`src/rtl/uart_pkg.sv`:
```
// Shared definitions for the UART line engines: FSM state encoding,
// oversampling constants and frame-format helpers.
package uart_pkg;

  typedef enum logic [2:0] {
    IDLE,
    START,
    DATA,
    PARITY,
    STOP,
    BREAK
  } state_t;

  localparam int OVERSAMPLE = 16;

  localparam logic [3:0] SAMPLE_A = 4'd7;
  localparam logic [3:0] SAMPLE_B = 4'd8;
  localparam logic [3:0] SAMPLE_C = 4'd9;

  // Length code 0..3 selects 6..9 data bits.
  function automatic logic [3:0] length_to_bits(input logic [1:0] code);
    return 4'd6 + {2'b00, code};
  endfunction

endpackage

```
`src/rtl/uart_os_tick.sv`:
```
// Oversample prescaler: one-clock tick every i_clk_div+1 clocks,
// restarted from zero while i_clr is high.
module uart_os_tick (
  input  logic        i_clk,
  input  logic        i_rst,
  input  logic        i_clr,
  input  logic [15:0] i_clk_div,
  output logic        o_tick
);

  logic [15:0] cnt;

  assign o_tick = (cnt == i_clk_div) && !i_clr;

  always_ff @(posedge i_clk) begin
    if (i_rst || i_clr) begin
      cnt <= '0;
    end else if (cnt == i_clk_div) begin
      cnt <= '0;
    end else begin
      cnt <= cnt + 16'd1;
    end
  end

endmodule

```
`src/rtl/uart_rx.sv`:
```
// UART receive engine: 16x oversampled, 2-of-3 majority per bit, runtime
// frame format (6-9 data bits, optional parity, 1/2 stop bits).
module uart_rx #(
  parameter int OVERSAMPLE = 16
) (
  input  logic        i_clk,
  input  logic        i_rst,
  input  logic [15:0] i_clk_div,
  input  logic        i_rxen,
  input  logic [1:0]  i_length,
  input  logic        i_stop2,
  input  logic        i_parity,
  input  logic        i_odd,
  input  logic        i_rx,
  output logic [8:0]  o_data,
  output logic        o_valid,
  output logic        o_parity_err,
  output logic        o_frame_err,
  output logic        o_busy
);
  import uart_pkg::*;

  localparam logic [3:0] TC_LAST = 4'(OVERSAMPLE - 1);

  state_t      state_q, state_d;
  logic        rx_meta, rx_s, rx_d;
  logic [3:0]  nbits_q;
  logic        stop2_q, parity_q, odd_q;
  logic [15:0] div_q;
  logic        tick;
  logic [3:0]  tc;
  logic        s7, s8;
  logic [8:0]  shreg;
  logic [3:0]  bitcnt;
  logic        stopcnt;
  logic        perr, ferr;
  logic        fall, decide, boundary, bit_maj, last_data, last_stop, strobe;

  // Bits arrive LSB-first into the top of shreg; shift down to LSB-align.
  function automatic logic [8:0] align(input logic [8:0] sh, input logic [3:0] n);
    return sh >> (4'd9 - n);
  endfunction

  uart_os_tick u_tick (
    .i_clk     (i_clk),
    .i_rst     (i_rst),
    .i_clr     (state_q == IDLE),
    .i_clk_div (div_q),
    .o_tick    (tick)
  );

  assign fall      = rx_d & ~rx_s;
  assign decide    = tick && (tc == SAMPLE_C);
  assign boundary  = tick && (tc == TC_LAST);
  assign bit_maj   = (s7 & s8) | (s7 & rx_s) | (s8 & rx_s);
  assign last_data = (bitcnt == nbits_q - 4'd1);
  assign last_stop = (stopcnt == stop2_q);
  assign strobe    = i_rxen && (state_q == STOP) && decide && last_stop;
  assign o_busy    = (state_q != IDLE);

  always_comb begin
    state_d = state_q;
    if (!i_rxen) begin
      state_d = IDLE;
    end else begin
      case (state_q)
        IDLE:   if (fall) state_d = START;
        START:  if (decide && bit_maj) state_d = IDLE;
                else if (boundary) state_d = DATA;
        DATA:   if (boundary && last_data) state_d = parity_q ? PARITY : STOP;
        PARITY: if (boundary) state_d = STOP;
        // Leave on the decision, not the boundary, so a fast transmitter's
        // next start edge is caught in the second half of the stop bit.
        STOP:   if (decide && last_stop) state_d = (ferr | ~bit_maj) ? BREAK : IDLE;
        BREAK:  if (rx_s) state_d = IDLE;
        default: state_d = IDLE;
      endcase
    end
  end

  always_ff @(posedge i_clk) begin
    if (i_rst) begin
      state_q      <= IDLE;
      rx_meta      <= 1'b1;
      rx_s         <= 1'b1;
      rx_d         <= 1'b1;
      nbits_q      <= 4'd8;
      stop2_q      <= 1'b0;
      parity_q     <= 1'b0;
      odd_q        <= 1'b0;
      div_q        <= '0;
      tc           <= '0;
      s7           <= 1'b1;
      s8           <= 1'b1;
      shreg        <= '0;
      bitcnt       <= '0;
      stopcnt      <= 1'b0;
      perr         <= 1'b0;
      ferr         <= 1'b0;
      o_data       <= '0;
      o_valid      <= 1'b0;
      o_parity_err <= 1'b0;
      o_frame_err  <= 1'b0;
    end else begin
      rx_meta <= i_rx;
      rx_s    <= rx_meta;
      rx_d    <= rx_s;
      state_q <= state_d;
      o_valid <= strobe;

      if (state_q == IDLE) tc <= '0;
      else if (tick)       tc <= (tc == TC_LAST) ? 4'd0 : tc + 4'd1;

      if (tick && tc == SAMPLE_A) s7 <= rx_s;
      if (tick && tc == SAMPLE_B) s8 <= rx_s;

      if (!i_rxen) begin
        shreg <= '0;
      end else if (state_q == IDLE && fall) begin
        nbits_q  <= length_to_bits(i_length);
        stop2_q  <= i_stop2;
        parity_q <= i_parity;
        odd_q    <= i_odd;
        div_q    <= i_clk_div;
        shreg    <= '0;
        bitcnt   <= '0;
        stopcnt  <= 1'b0;
        perr     <= 1'b0;
        ferr     <= 1'b0;
      end else begin
        if (state_q == DATA && decide)   shreg   <= {bit_maj, shreg[8:1]};
        if (state_q == DATA && boundary) bitcnt  <= bitcnt + 4'd1;
        if (state_q == PARITY && decide) perr    <= bit_maj ^ (^align(shreg, nbits_q)) ^ odd_q;
        if (state_q == STOP && decide)   ferr    <= ferr | ~bit_maj;
        if (state_q == STOP && boundary) stopcnt <= 1'b1;
        if (strobe) begin
          o_data       <= align(shreg, nbits_q);
          o_parity_err <= perr;
          o_frame_err  <= ferr | ~bit_maj;
        end
      end
    end
  end

endmodule

```
`config.mk`:
```
export PLATFORM = sky130hd
export DESIGN_NAME = uart_rx
export DESIGN_NICKNAME = d
export VERILOG_FILES = /design/src/rtl/uart_pkg.sv /design/src/rtl/uart_os_tick.sv /design/src/rtl/uart_rx.sv
export SDC_FILE = /design/constraint.sdc
export NUM_CORES = 1
export LEC_CHECK = 0
export BUFFER_PORTS_ARGS = -buffer_cell sky130_fd_sc_hd__buf_2
export CAP_MARGIN = 25
export CORE_AREA = 2 2 84 86
export DETAILED_ROUTE_END_ITERATION = 16
export DIE_AREA = 0 0 86 88
export PLACE_DENSITY = 0.85
export SETUP_SLACK_MARGIN = 0.1
export SLEW_MARGIN = 20
export SYNTH_ARGS = -nofsm -noshare
export SYNTH_HDL_FRONTEND = slang
export SYNTH_SLANG_ARGS = --single-unit
```
`constraint.sdc`:
```
create_clock -name i_clk -period 2.8 [get_ports i_clk]
set_input_delay 0.14 -clock i_clk [delete_from_list [all_inputs] [get_ports i_clk]]
set_output_delay 0.14 -clock i_clk [all_outputs]
set_load 0.05 [all_outputs]
```
# Yosys cells after proc, flatten, opt, wreduce, memory -nomap -nowiden
# Index checks and enable logic that the tools add are counted.
# totals
reg_bits,79
in_bits,25
wordCells,116
# classes
add_sub_neg,6
n_eq_ne,18
shifts,1
n_mux,19
bitwise,13
reduce_logical,37
# op_table
op,n
2-to-1 mux 3 bit,9
case mux 3 bit (6 select lines),1
logical AND 1 bit,17
adder 16 x 1 -> 16 bit (second input constant),1
== test 16 bit,1
== test 4 bit (second input constant),3
2-to-1 mux 4 bit,3
AND reduction 2 bit,5
XOR reduction 9 bit,1
>> shifter 9 x 4 -> 9 bit,1
adder 4 x 1 -> 4 bit (second input constant),2
!= test 2 bit (second input constant),4
nonzero test 2 bit,4
== test 3 x 2 -> 1 bit (second input constant),2
== test 3 bit (second input constant),2
2-to-1 mux 1 bit,6
AND reduction 6 bit,1
OR reduction 2 bit,3
adder 3 x 2 -> 4 bit (first input constant),1
bitwise AND 1 bit,4
== test 4 x 3 -> 1 bit (second input constant),1
== test 4 bit,1
NOT 1 bit,4
subtractor 4 x 1 -> 4 bit (second input constant),1
13 further kinds,16

# Logic depth before layout (Yosys ltp)
# Gate-level depths: netlist (run 1).
# depth
word_depth,8
ltp_mapped,10
depth_no_buf,8

# Hierarchy
# A second synthesis (run 1) with hierarchy kept.
# unflattened
cells_unflattened,457
hier_area_um2,3891.2
# by_module_without_submodules
mod,n_inst,cells_each,area_per_inst_um2,seq_area_each_um2
uart_rx,1,357,2979.1,1241.2
uart_os_tick,1,100,912.1,320.3

# Worst setup path before layout (run 1)
# No wires, ideal clock.
# synth_path
kind,reg2reg
from,register nbits_q[0]
to,register state_q[0]
setup_ns,0.121
arrival_ns,2.044
required_time_ns,2.679
slack_ns,0.635
path_stages_with_launch,10
n_path_buf,2
synth_period_minus_slack_ns,2.165
path_cell_list,dfxtp_1 -> buf_2 -> buf_2 -> inv_1 -> ha_1 -> xnor2_1 -> o41ai_1 -> nand3_1 -> a211o_1 -> mux2i_1
# synth_via
elab_chain_len,5
# synth_lines
item,line_no,rtl
from (decl),uart_rx.sv:27,logic [3:0] nbits_q;
from (signal assigned),uart_rx.sv:120,nbits_q <= length_to_bits(i_length);
subtractor 4 x 1 -> 4 bit,uart_rx.sv:56,assign last_data = (bitcnt == nbits_q - 4'd1);
== test 4 bit,uart_rx.sv:56,
logical AND 1 bit,uart_rx.sv:70,DATA: if (boundary && last_data) state_d = parity_q ? PARITY : STOP;
!= test 2 bit (no line),-,
AND reduction 6 bit (no line),-,
to (signal assigned),uart_rx.sv:108,state_q <= state_d;
to (decl),uart_rx.sv:25,"state_t state_q, state_d;"
# Every way passes these cells.
# A chain may end at the register's enable or synchronous reset.

# Final worst setup path (run 1)
# layout_path
from,register nbits_q[0]
to,register perr
# layout_via
elab_chain_len,7
# layout_lines
item,line_no,rtl
subtractor 4 bit,uart_rx.sv:41,return sh >> (4'd9 - n);
>> shifter 9 x 4 -> 9 bit,uart_rx.sv:41,
XOR reduction 9 bit,uart_rx.sv:133,"if (state_q == PARITY && decide) perr <= bit_maj ^ (^align(shreg, nbits_q)) ^ odd_q;"
XOR 1 bit (2 in a row),uart_rx.sv:133,
2-to-1 mux 1 bit,uart_rx.sv:133,
2-to-1 mux 1 bit,uart_rx.sv:119,end else if (state_q == IDLE && fall) begin
to (signal assigned),uart_rx.sv:133,
to (decl),uart_rx.sv:36,"logic perr, ferr;"
# Every way passes these cells. The select of a mux whose other input is x is not followed.

==> results.yml, run 1 <==
run_status:
  status: "completed"
grt:
  antenna_found_initial: 0
  grt_overflow_total: 0
  use_met2: 0.399
  grt_pass1_wl_mm: 14.0
  met1_usage: 0.287
  grt_pass1_vias: 3042
  grt_max_degree: 45
  grt.total_usage: 0.237
  use_met3: 0.0556
  top_usage_layer: "met2"
drt:
  drt-vias-per-instance: 5.67
  drc: 0
  num_vias: 3118
  wl_per_cell_um: 15.4
  wirelength_mm: 8.46
  first_pass_iters: 5
  first_iter_violations: 299
  postRouteAntennaNets: 0
placed_design:
  placed_cell_area_um2: 4010
  io_buffer_count: 37
  dp.cells: 531
  dp_hpwl_mm: 5.93
  place.gp.congestion: 0.906
floorplan:
  fp.dieArea_um2: 7570
  dieWidth_um: 86
  die_h_um: 88
  rows: 30
  coreArea_um2: 6640
  start_util: 0.568
  ios: 38
logic_synthesis:
  netlist_top_cells_area: "dfxtp_1 (41%), mux2i_1 (7.7%), xnor2_1 (7.4%), nand2_1 (5.6%), nor2_1 (4.9%)"
  netlist_instances: 430
  synth_compound_area_frac: 0.0911
  synth_async_sr_flop_share: 0
  synthMuxAreaShare: 0.0888
  yosys.area.top_type: "dfxtp_1"
  yosysUniqueCellTypes: 49
  synth_top_cell_area_share: 0.414
  synthAdderAreaFrac: 0.0262
  syn_avg_cell_area_um2: 8.78
  syn_nets: 462
  yosysSeqAreaShare: 0.414
  synth_simple_gate_area_frac: 0.231
  synth-edff-count: 0
  synth_ff_type: "dfxtp_1"
  synth_xor_area_frac: 0.113
  netlist_area_um2: 3780
  yosysWarnings: 0
  ys_seq_elements: 78
  synth_top_family_by_area: "simple AND/OR/NAND/NOR gates"
setup_path:
  arrival_ps: 2740
  ff2ff_path_depth: 6
  r2r-end: "perr"
  cp-start-kind: "register"
  end_kind: "register"
  critPathMaxFanout: 13
  worstSetupStartpoint: "nbits_q[0]"
  path_class: "reg -> reg"
  crit_required_ps: 3060
  r2r-start: "nbits_q[0]"
  worstSetupEndpoint: "perr"
  reg2reg_slack_ps: 310
power_and_ir_drop:
  p_switching_uw: 519
  clockPowerShare: 0.429
  power_frac_comb: 0.057
  seq_power_share: 0.514
  netSwitchingFraction: 0.237
  p_total_uw: 2190
  powerDensity_nw_per_um2: 515
  leakagePower_uw: 0.00170
  irDropWorstVdd_mv: 0.374
  intPower_uw: 1670
flow_run:
  maxCapViolations: 0
cts:
  clkLatencyLatePin_ps: 370
  cts_buffers: 9
  cts_tree: "done"
  clkTransAtPathRegs_ps: 80
  post_cts_resized: 0
  clockRootBuffer: "clkbuf_8"
  ctsLongestPathBuffers: 2
  postCtsSetupBuffers: 0
  cts-hold-fix-buffers: 3
  h-tree-depth: 3
  cts.sinks: 78
timing:
  holdWs_ps: 5.66
  drv_slew: 0
  setup_violations: 0
  fin_worst_skew_ps: 8.99
  tns_ps: 0
  rsz0062_at_grt: "no"
  slew_headroom: 0.601
  tightest_slew_ps: 598
  max_freq_mhz: 402
  fin_crit_sh: 0.888
  post-route-min-period_ps: 2490
  final_hold_viol_count: 0
finish:
  fin_nets: 497
  drive_gt1_frac: 0.149
  final_cells: 550
  ff_latch_area_um2: 1560
  fillers: 536
  design_area_um2: 4260
  layout_commonest_cell: "dfxtp_1"
  final_cell_mix: "dfxtp_1 (78), nand2_1 (56), nor2_1 (49), buf_2 (37), xnor2_1 (32)"
  multi_input_area_um2: 2080
  area_delta_synth_final_pct: 12.9
  diodes: 0
worst_hold_path:
  hp-class: "in -> reg"
## cells in the mapped netlist (2+ instances only)
library cell	count
a211oi_1	3
a21boi_1	2
a21oi_1	27
a31oi_1	4
and2_1	2
and3_1	9
buf_2	11
clkbuf_1	10
dfxtp_1	78
ha_1	7
inv_1	11
mux2_1	2
mux2_2	2
mux2i_1	29
nand2_1	56
nand2b_1	7
nand3_1	9
nand3b_1	2
nand4_1	10
nand4_2	2
nor2_1	49
nor2b_1	9
nor3_1	3
nor3b_1	3
o21ai_1	4
o22a_1	2
o22ai_1	6
or2_0	2
or2_2	4
or3_1	4
or4_1	2
xnor2_1	32
xnor3_1	3
xor2_1	9
## metal layers
layer | vias to the layer above | routed length, um
li1 | 1532 | -
met1 | 1478 | 3740
met2 | 86 | 4160
met3 | 22 | 334
met4 | 0 | 219
met5 | - | 0
## how the worst min path moves through the flow
stage,start,to,slack (ps),cells past startpoint
after global placement,i_rx,rx_meta,340,2
after floorplan,i_rx,rx_meta,240,1
after CTS,i_clk_div[8],div_q[8],0.6,3
after global routing,i_clk_div[8],div_q[8],8,3
after detailed placement,i_rx,rx_meta,340,2
final,i_clk_div[8],div_q[8],6,3
## cell families (layout without fill, tap and decap cells)
| logic type | after synthesis | count (layout) |
|---|---|---|
| multiplexers | 33 | 33 |
| XOR/XNOR | 44 | 44 |
| AO/OA/AOI/OAI | 57 | 57 |
| adder cells (fa/ha/maj) | 8 | 8 |
| AND/OR/NAND/NOR | 177 | 177 |
| buffers and inverters | 33 | 73 |
| flip-flops | 78 | 78 |
## stage by stage
stage                     setup slack [ps]   util
final                                  313  0.641
after global routing                   221  0.641
after CTS                              344  0.641
after detailed placement               369  0.604
after global placement                 438  0.604
after floorplan                        635      -
## critical path, stage by stage (launching register included)
cell and delay (ps):
dfxtp_1 700, mux2i_1 410, o22a_1 260, xnor3_1 330, xnor3_1 390, xor2_1 190
o21ai_1 90
## power by group through the flow
stage,registers [uW],clock network (uW),logic (uW)
floorplan,1150,0,83.7
global placement,1150,0,118
detailed placement,1150,0,120
CTS,1130,953,125
global route,1130,996,137
finish,1130,942,125
## registers in the layout, indices dropped and copies added, names as in the netlist, 3 cells and up
name	cells
bitcnt	4
div_q	16
nbits_q	3
o_data	9
shreg	9
state_q	3
tc	4
u_tick.cnt	16
## area by class of cell
type / count / area share
Clock inverter: 7 / 0.0229
Tap cell: 80 / 0.0235
Clock buffer: 9 / 0.0291
Inverter: 11 / 0.00969
Multi-Input combinational cell: 319 / 0.487
Sequential cell: 78 / 0.366
Timing Repair Buffer: 46 / 0.0611
Note: power is estimated with default switching activity, not from simulation.
==> inputs of run 2 (changes only) <==
Settings changed: RECOVER_POWER from default to 25, SETUP_SLACK_MARGIN 0.1 to default.
==> results.yml, run 2 (synthesis gave the netlist of run 1 again) <==
setup_path:
  worstSetupStartpoint: "nbits_q[0]"
  r2r-start: "nbits_q[0]"
  cp.depth: 6
  reg2reg_slack_ps: 320
  arrival_ps: 2740
  critPathMaxFanout: 13
  worstSetupEndpoint: "perr"
  ff2ff_path_depth: 6
  path_class: "reg -> reg"
  end_kind: "register"
  slowest_stage: "dfxtp_1"
  r2r-end: "perr"
  cp-start-kind: "register"
  crit_buf_inv: 0
  path_cells: "mux2i_1 > o22a_1 > xnor3_1 > xnor3_1 > xor2_1 > o21ai_1"
  cpPeakStageDelay_ps: 700
  cp_top_family: "XOR/XNOR gates"
  crit_required_ps: 3050
  crit_top_cell: "xnor3_1"
timing:
  final_hold_viol_count: 0
  holdWs_ps: 5.57
  slew_headroom: 0.593
  tightest_slew_ps: 614
  fin_worst_skew_ps: 8.65
  post-route-min-period_ps: 2480
  drv_slew: 0
  max_freq_mhz: 403
  setup_violations: 0
  final.setup.worst_slack_ps: 320
  tns_ps: 0
  rsz0062_at_grt: "no"
  fin_crit_sh: 0.886
finish:
  layout_commonest_cell: "dfxtp_1"
  largestRegisters: "div_q x16, u_tick.cnt x16"
  diodes: 0
  multi_input_area_um2: 2070
  final_cell_mix: "dfxtp_1 (78), nand2_1 (56), nor2_1 (49), xnor2_1 (32), mux2i_1 (29)"
  drive_gt1_frac: 0.119
  fillers: 543
  final_util: 0.638
  fin_nets: 497
  ff_latch_area_um2: 1560
  area_delta_synth_final_pct: 12.3
cts:
  clockRootBuffer: "clkbuf_8"
  cts_buffers: 9
  clkLatencyLatePin_ps: 370
  post_cts_resized: 0
  cts.sinks: 78
  ctsLongestPathBuffers: 2
  cts_tree: "done"
  clkTransAtPathRegs_ps: 80
  h-tree-depth: 3
floorplan:
  start_util: 0.568
  ios: 38
  die_h_um: 88
  rows: 30
  fp.dieArea_um2: 7570
  coreArea_um2: 6640
  dieWidth_um: 86
worst_hold_path:
  hp-start: "i_clk_div[8]"
  hp-class: "in -> reg"
grt:
  grt_overflow_total: 0
  grt_pass1_vias: 3042
  grt.total_usage: 0.237
  grt_max_degree: 45
  antenna_found_initial: 0
  grt_pass1_wl_mm: 14.0
power_and_ir_drop:
  powerDensity_nw_per_um2: 517
  leakagePower_uw: 0.00164
  irDropWorstVdd_mv: 0.374
drt:
  first_iter_violations: 247
  num_vias: 3106
  drt-vias-per-instance: 5.65
  drc: 0
  wirelength_mm: 8.47
  first_pass_iters: 5
  postRouteAntennaNets: 0
  wl_per_cell_um: 15.4
placed_design:
  place.gp.congestion: 0.906
  dp_hpwl_mm: 5.93
  io_buffer_count: 37
  dp_slack_ps: 369
flow_run:
  maxCapViolations: 0
run_status:
  status: "completed"
-- run 2: cell count changes in the layout (fill, tap and decap cells not counted), sizes merged --
cell    delta
buf       -13
clkbuf    +13
-- run 2: how the worst min path moves through the flow --
stage / endpoint / slack (ps) / depth (start not counted)
3_3_place_gp: rx_meta / 340 / 2
6_report: div_q[8] / 6 / 3
3_5_place_dp: rx_meta / 340 / 2
5_1_grt: div_q[8] / 8 / 3
2_1_floorplan: rx_meta / 240 / 1
4_1_cts: div_q[8] / 0.6 / 3
-- run 2: what timing repair did --
action / in CTS / in global routing
hold buffers: 3 / 0
endpoints found under the hold margin: 3 / 0
setup buffers: 0 / 0
-- run 2: final cells by class --
type,count,area share
repair buffers,46,0.0576
clock inverters,7,0.0230
flip-flops and latches,78,0.368
inverters,11,0.00974
multi-input cells,319,0.488
well taps,80,0.0236
clock buffers,9,0.0292
-- run 2: layer usage --
layer  wire (um)  vias up  GRT usage
met2        4200       75      0.399
met4         220        0      0.117
met3         339       23     0.0556
met5           0        -          0
li1            -     1531          -
met1        3710     1477      0.287
-- run 2: power by group --
part	switching [uW]	internal [uW]	leakage, uW
sequential	9.90	1120	0.000630
clock	435	506	0.000111
combinational	73.5	51.8	0.000904
total	519	1670	0.00164
-- run 2: worst reg2reg max path, cell delays in order (launching register included) --
cell,delay [ps]
dfxtp_1,700
mux2i_1,410
o22a_1,260
xnor3_1,330
xnor3_1,390
xor2_1,180
o21ai_1,90
-- run 2: through the flow --
step	instances	instance area (um2)	total power, uW
after detailed placement	531	4010	1270
after floorplan	430	3780	1230
after global routing	550	4240	2260
after CTS	550	4260	2200
final	550	4240	2190
after global placement	531	4010	1270
